File: src/rtl/serial_pkg.sv
// serial_pkg: shared defaults and receiver state encoding for the 16-bit serial link
package serial_pkg;
  localparam int DATA_BITS_DEF = 16;
  localparam int OVERSAMPLE_DEF = 16;
  typedef enum logic [2:0] {IDLE, START, DATA, STOP, WAIT_IDLE} rx_state_e;
endpackage

File: src/rtl/serial_sync.sv
// serial_sync: 2-flop synchroniser for an asynchronous input, resets to the idle-high level
module serial_sync (
  input  logic clk_i,
  input  logic rst_i,
  input  logic async_i,
  output logic sync_o
);
  logic [1:0] sync_q;
  always_ff @(posedge clk_i or posedge rst_i)
    if (rst_i) sync_q <= 2'b11;
    else sync_q <= {sync_q[0], async_i};
  assign sync_o = sync_q[1];
endmodule

File: src/rtl/serial_receive.sv
// serial_receive: oversampled UART-style receiver, start/16 data LSB first/stop, mid-bit sampling
module serial_receive
  import serial_pkg::*;
#(
  parameter int DATA_BITS = DATA_BITS_DEF,
  parameter int OVERSAMPLE = OVERSAMPLE_DEF,
  parameter int CNT_W = 4
) (
  input  logic                 Clock,
  input  logic                 Reset,
  input  logic                 SampleTick,
  input  logic                 RxIn,
  output logic [DATA_BITS-1:0] DataOut,
  output logic                 DataValid,
  output logic                 FrameError,
  output logic                 Busy
);
  localparam int BCNT_W = $clog2(DATA_BITS + 1);
  localparam logic [CNT_W-1:0] OCNT_MID = CNT_W'(OVERSAMPLE / 2 - 1);
  localparam logic [CNT_W-1:0] OCNT_END = CNT_W'(OVERSAMPLE - 1);
  localparam logic [BCNT_W-1:0] BCNT_LAST = BCNT_W'(DATA_BITS - 1);
  rx_state_e state_q, state_d;
  logic [CNT_W-1:0] ocnt_q, ocnt_d;
  logic [BCNT_W-1:0] bcnt_q, bcnt_d;
  logic [DATA_BITS-1:0] shift_q, shift_d, data_q, data_d;
  logic valid_q, valid_d, ferr_q, ferr_d;
  logic rx, mid, wrap;
  serial_sync u_sync (
    .clk_i  (Clock),
    .rst_i  (Reset),
    .async_i(RxIn),
    .sync_o (rx)
  );
  assign mid = ocnt_q == OCNT_MID;
  assign wrap = ocnt_q == OCNT_END;
  always_ff @(posedge Clock or posedge Reset)
    if (Reset) begin
      state_q <= IDLE;
      ocnt_q  <= '0;
      bcnt_q  <= '0;
      shift_q <= '0;
      data_q  <= '0;
      valid_q <= 1'b0;
      ferr_q  <= 1'b0;
    end else begin
      state_q <= state_d;
      ocnt_q  <= ocnt_d;
      bcnt_q  <= bcnt_d;
      shift_q <= shift_d;
      data_q  <= data_d;
      valid_q <= valid_d;
      ferr_q  <= ferr_d;
    end
  always_comb begin
    state_d = state_q;
    if (SampleTick)
      case (state_q)
        IDLE:      state_d = rx ? IDLE : START;
        START:     state_d = !mid ? START : rx ? IDLE : DATA;
        DATA:      state_d = (wrap && bcnt_q == BCNT_LAST) ? STOP : DATA;
        STOP:      state_d = !wrap ? STOP : rx ? IDLE : WAIT_IDLE;
        WAIT_IDLE: state_d = rx ? IDLE : WAIT_IDLE;
        default:   state_d = IDLE;
      endcase
  end
  // Strobes and the output word are only produced by the stop-bit sample.
  always_comb begin
    ocnt_d  = ocnt_q;
    bcnt_d  = bcnt_q;
    shift_d = shift_q;
    data_d  = data_q;
    valid_d = 1'b0;
    ferr_d  = 1'b0;
    if (SampleTick)
      case (state_q)
        START: begin
          ocnt_d = mid ? '0 : ocnt_q + 1'b1;
          bcnt_d = '0;
        end
        DATA: begin
          ocnt_d = wrap ? '0 : ocnt_q + 1'b1;
          bcnt_d = wrap ? bcnt_q + 1'b1 : bcnt_q;
          shift_d = wrap ? {rx, shift_q[DATA_BITS-1:1]} : shift_q;
        end
        STOP: begin
          ocnt_d  = wrap ? '0 : ocnt_q + 1'b1;
          valid_d = wrap && rx;
          ferr_d  = wrap && !rx;
          data_d  = (wrap && rx) ? shift_q : data_q;
        end
        default: ocnt_d = '0;
      endcase
  end
  assign Busy = state_q != IDLE;
  assign DataOut = data_q;
  assign DataValid = valid_q;
  assign FrameError = ferr_q;
endmodule

File: config.mk
export PLATFORM = sky130hd
export DESIGN_NAME = serial_receive
export DESIGN_NICKNAME = d
export VERILOG_FILES = /design/src/rtl/serial_pkg.sv /design/src/rtl/serial_sync.sv /design/src/rtl/serial_receive.sv
export SDC_FILE = /design/constraint.sdc
export NUM_CORES = 1
export LEC_CHECK = 0
export CAP_MARGIN = 20
export CORE_AREA = 5 5 66 68
export DETAILED_ROUTE_END_ITERATION = 10
export DIE_AREA = 0 0 71 73
export PLACE_DENSITY = 0.89
export SETUP_SLACK_MARGIN = 0.5
export SLEW_MARGIN = 5
export SYNTH_ARGS = -nofsm -noshare
export SYNTH_HDL_FRONTEND = slang
export SYNTH_SLANG_ARGS = --single-unit
File: constraint.sdc
create_clock -name Clock -period 4 [get_ports Clock]
set_input_delay 0.4 -clock Clock [delete_from_list [all_inputs] [get_ports Clock]]
set_output_delay 0.4 -clock Clock [all_outputs]
set_load 0.05 [all_outputs]
# Word level (Yosys, flattened, before mapping)
# Cells that the tools add are included.
[op_classes]
n_addsub = 2
n_eq_ne = 8
mux = 16
reduce_logical = 11
[op_table]
columns = ["cell", "n"]
rows = [
  ["one-hot mux 3 bit (5 select lines)", 1],
  ["one-hot mux 5 bit (2 select lines)", 1],
  ["AND reduction 3 bit", 3],
  ["2-to-1 mux 4 bit", 2],
  ["one-hot mux 4 bit (2 select lines)", 1],
  ["== test 3 x 2 -> 1 bit, second input constant", 2],
  ["2-to-1 mux 1 bit", 6],
  ["2-to-1 mux 3 bit", 2],
  ["adder 5 x 1 -> 5 bit, second input constant", 1],
  ["== test 5 x 4 -> 1 bit, second input constant", 1],
  ["2-to-1 mux 5 bit", 1],
  ["adder 4 x 1 -> 4 bit, second input constant", 1],
  ["== test 4 x 3 -> 1 bit, second input constant", 1],
  ["== test 4 bit, second input constant", 1],
  ["2-to-1 mux 2 bit", 2],
  ["== test 3 x 1 -> 1 bit, second input constant", 1],
  ["== test 3 bit, second input constant", 1],
  ["logical AND 1 bit", 3],
  ["logical NOT 3 bit", 1],
  ["nonzero test 3 bit", 1],
  ["!= test 2 bit, second input constant", 1],
  ["nonzero test 2 bit", 1],
  ["OR reduction 2 bit", 1],
  ["logical NOT 1 bit", 1],
]
[word_totals]
ff_bits = 48
in_bits = 4
out_inout_bits = 19
word_cells = 45

# Longest topological paths before layout
[logic_depth]
ltp_word = 4
depth_mapped = 6
depth_no_buf = 6

# Cells and area by module
# From an unflattened synthesis, not the netlist that was laid out.
[hier_totals]
hier_cells = 155
area_unflattened_um2 = 2138.3
[modules_own_cells]
columns = ["module", "instances", "cells_each", "area_each_um2", "seq_area_each_um2"]
rows = [
  ["serial_receive", 1, 152, 2082.0, 1151.1],
  ["serial_sync", 1, 3, 56.3, 52.6],
]

# Least setup slack after synthesis
# Ideal clock, no wire load.
[synth_timing]
kind = "reg-to-reg"
startpoint = "reg ocnt_q[0]"
endpoint = "reg data_q[0], in the netlist DataOut[0]"
setup_ps = 125
arrival_ps = 1660
required_time_ps = 3875
path_slack_ps = 2216
path_stages_with_launch = 7
path_buffers = 2
period_less_slack_ps = 1784
cell_sequence = "dfrtp_1 > ha_1 > and3_1 > buf_2 > nand3_2 > buf_2 > mux2_2"
[synth_via]
elab_chain_cells = 3
[synth_rtl]
columns = ["element", "line_no", "source"]
rows = [
  ["from (decl)", "serial_receive.sv:23", "logic [CNT_W-1:0] ocnt_q, ocnt_d;"],
  ["from (signal assigned)", "serial_receive.sv:47", "ocnt_q <= ocnt_d;"],
  ["== test 4 bit", "serial_receive.sv:35", "assign wrap = ocnt_q == OCNT_END;"],
  ["logical AND 1 bit", "serial_receive.sv:89", "data_d = (wrap && rx) ? shift_q : data_q;"],
  ["AND reduction 3 bit (no line)", "--", ""],
  ["to (signal assigned)", "serial_receive.sv:50", "data_q <= data_d;"],
  ["to (decl)", "serial_receive.sv:25", "logic [DATA_BITS-1:0] shift_q, shift_d, data_q, data_d;"],
]
# Every way passes these cells.
# A chain may end at the register's enable or synchronous reset.

# Worst setup path in the final report
[layout_timing]
startpoint = "in SampleTick"
endpoint = "reg shift_q[3]"
[layout_via]
elab_chain_cells = 1
[layout_rtl]
columns = ["element", "line_no", "source"]
rows = [
  ["from (decl)", "serial_receive.sv:11", "input logic SampleTick,"],
  ["AND reduction 3 bit (no line)", "--", ""],
  ["to (signal assigned)", "serial_receive.sv:49", "shift_q <= shift_d;"],
  ["to (decl)", "serial_receive.sv:25", ""],
]
# Every way passes these cells.

==> flow_summary.yaml <==
timing:
  fmax_mhz: 432
  tns_ns: 0
  rsz0062_at_grt: "no"
  holdWs_ns: 0.282
  finalCritPeriodShare_pct: 57.8
  final_hold_viol_count: 0
  worst_pin_slew_ns: 0.568
  drv_slew: 0
  worst_clock_skew_ns: 0.00241
  relSlewSlack_pct: 62.0
  setup_viol: 0
  finalCriticalPeriod_ns: 2.31
synth:
  async_flop_share_pct: 100
  ys_ff_latch: 48
  netlist_instances: 158
  syn_area_per_cell_um2: 13.3
  synth_top_area_share_pct: 55.0
  synth_warnings: 0
  yosys.area.top_type: "dfrtp_1"
  syn-num-nets: 165
  yosys-top-cells-area: "dfrtp_1 (55%), mux2_2 (16%), dfstp_2 (2.5%)"
  syn-cell-area_um2: 2090
  synth_edf_count: 0
  netlist-cell-type-count: 45
  dominantRegCellSynth: "dfrtp_1"
  synth.most_common_cell: "dfrtp_1"
  synthTopCellsByCount: "dfrtp_1 (46), mux2_2 (30), inv_1 (10)"
  yosysSeqAreaShare_pct: 57.5
die:
  dieArea_um2: 5180
  start_util_pct: 55.1
  core_area_um2: 3800
  die_y_um: 73
  ios: 23
  fp-row-count: 23
  die_w_um: 71
clock_network:
  cts_sinks: 48
  clk_latency_ns: 0.30
  ctsRootBufferMaster: "clkbuf_8"
  htreeDepth: 2
  cts_resized: 0
  clk_pin_slew_ns: 0.08
  cts_tree: "done"
  hold_buffers: 0
  clk_path_buf_depth: 2
  post-cts-setup-buffers: 0
  numCtsBuffers: 5
finish:
  n_antenna_cell: 0
  final_nets: 186
  drive_above_1_share_pct: 25.6
  post-route-util_pct: 64.0
  syn2layout_area_growth_pct: 16.0
  fin_cells: 230
hold_path:
  hold_path_class: "input pin to async pin"
drt:
  post_drt_via_cell_ratio: 5.58
  ant_nets: 0
  drc: 0
  vias: 1284
  drtIter0Drc: 53
  post_drt_wl_per_cell_um: 15.6
  drt-pass1-iter-count: 4
  routed_wl_mm: 3.59
global_routing:
  antenna_found_initial: 0
  grt_start_max_net_pins: 49
  grt_usage_pct: 15.9
  grt_pass1_vias: 1385
  grt_overflow_total: 0
  grt_first_pass_wirelength_mm: 6.42
placed_design:
  routabilityCongestion: 0.821
  io_buffers: 22
  dp.cells: 221
  dp_hpwl_mm: 2.55
power_and_ir_drop:
  p_per_area_nw_per_um2: 445
  total_power_w: 0.00108
  vdd_drop_max_mv: 0.392
  leakagePower_nw: 1.15
setup_path:
  critical_path_arrival_ns: 2.50
  end_kind: "register"
  path_class: "input pin to register"
  critPathRequiredTime_ns: 4.19
  crit_path_start_kind: "input pin"
  critPathMaxFanout: 18
run_status:
  status: "finished, final reports clean"
flow_run:
  drv_cap: 0
[cell type report]
class                           count  area [um2]
Clock buffer                        6        82.6
Clock inverter                      2        15.0
Fill cell                         295        1370
Inverter                           10        37.5
Multi-Input combinational cell     91         788
Sequential cell                    48        1200
Tap cell                           50        62.6
Timing Repair Buffer               23         240
[cells in the final DEF, fill, tap and decap left out, types with 3 or more instances in the layout]
cell / instances
mux2_2: 30
o21ai_0: 3
clkbuf_8: 6
o22ai_1: 3
inv_1: 9
clkdlybuf4s50_1: 22
dfrtp_1: 46
nand3_1: 4
ha_1: 3
nand2_1: 4
nand2b_1: 3
[where the power goes]
group / total, W / switching [W] / internal (W)
Sequential: 0.000572 / 0.0000554 / 0.000517
Clock: 0.000299 / 0.000159 / 0.000140
Combinational: 0.000209 / 0.000116 / 0.0000933
[cell families after synthesis]
group | share of synthesized area [%]
AO/OA/AOI/OAI | 8.06
XOR/XNOR | 0.418
adder cells (fa/ha/maj) | 1.79
buffers and inverters | 4.90
flip-flops | 57.5
multiplexers | 18.2
AND/OR/NAND/NOR | 9.20
[worst paths after layout]
| check | start | endpoint | slack (ns) | cells after the start |
|---|---|---|---|---|
| worst max register to register | ocnt_q[0] | shift_q[3] | 2.04 | 4 |
| min in group Clock | u_sync.sync_q[0] | u_sync.sync_q[1] | 0.36 | 0 |
| worst min register to register | u_sync.sync_q[0] | u_sync.sync_q[1] | 0.36 | 0 |
| worst min-delay path | Reset | shift_q[8] | 0.28 | 2 |
| worst max-delay path | SampleTick | shift_q[3] | 1.69 | 4 |
| max in group asynchronous | Reset | u_sync.sync_q[1] | 3.24 | 3 |
[registers in the layout (all words and copies together) (netlist names)]
register / flops
DataOut: 16
shift_q: 16
bcnt_q: 5
state_q: 3
FrameError: 1
DataValid: 1
ocnt_q: 4
u_sync.sync_q: 2
[worst max-delay path, cell delays in order]
cell             delay, ns
clkdlybuf4s50_1       0.83
nand4_1               0.43
nor2_4                0.45
mux2_2                0.39
[layer usage]
layer | up-vias | track usage, % | wire, um
met5 | - | 0 | 0
met4 | 0 | 6.05 | 55
met3 | 5 | 4.68 | 126
met2 | 18 | 27.2 | 1900
met1 | 653 | 18.9 | 1510
li1 | 608 | - | -
[metrics by stage]
stage,setup WS (ns),instance area (um2)
final,1.69,2430
after global routing,1.57,2430
after CTS,1.72,2410
after detailed placement,1.41,2310
after global placement,1.57,2310
after floorplan,2.22,2090
No activity file was read; power rests on OpenSTA's default activity.
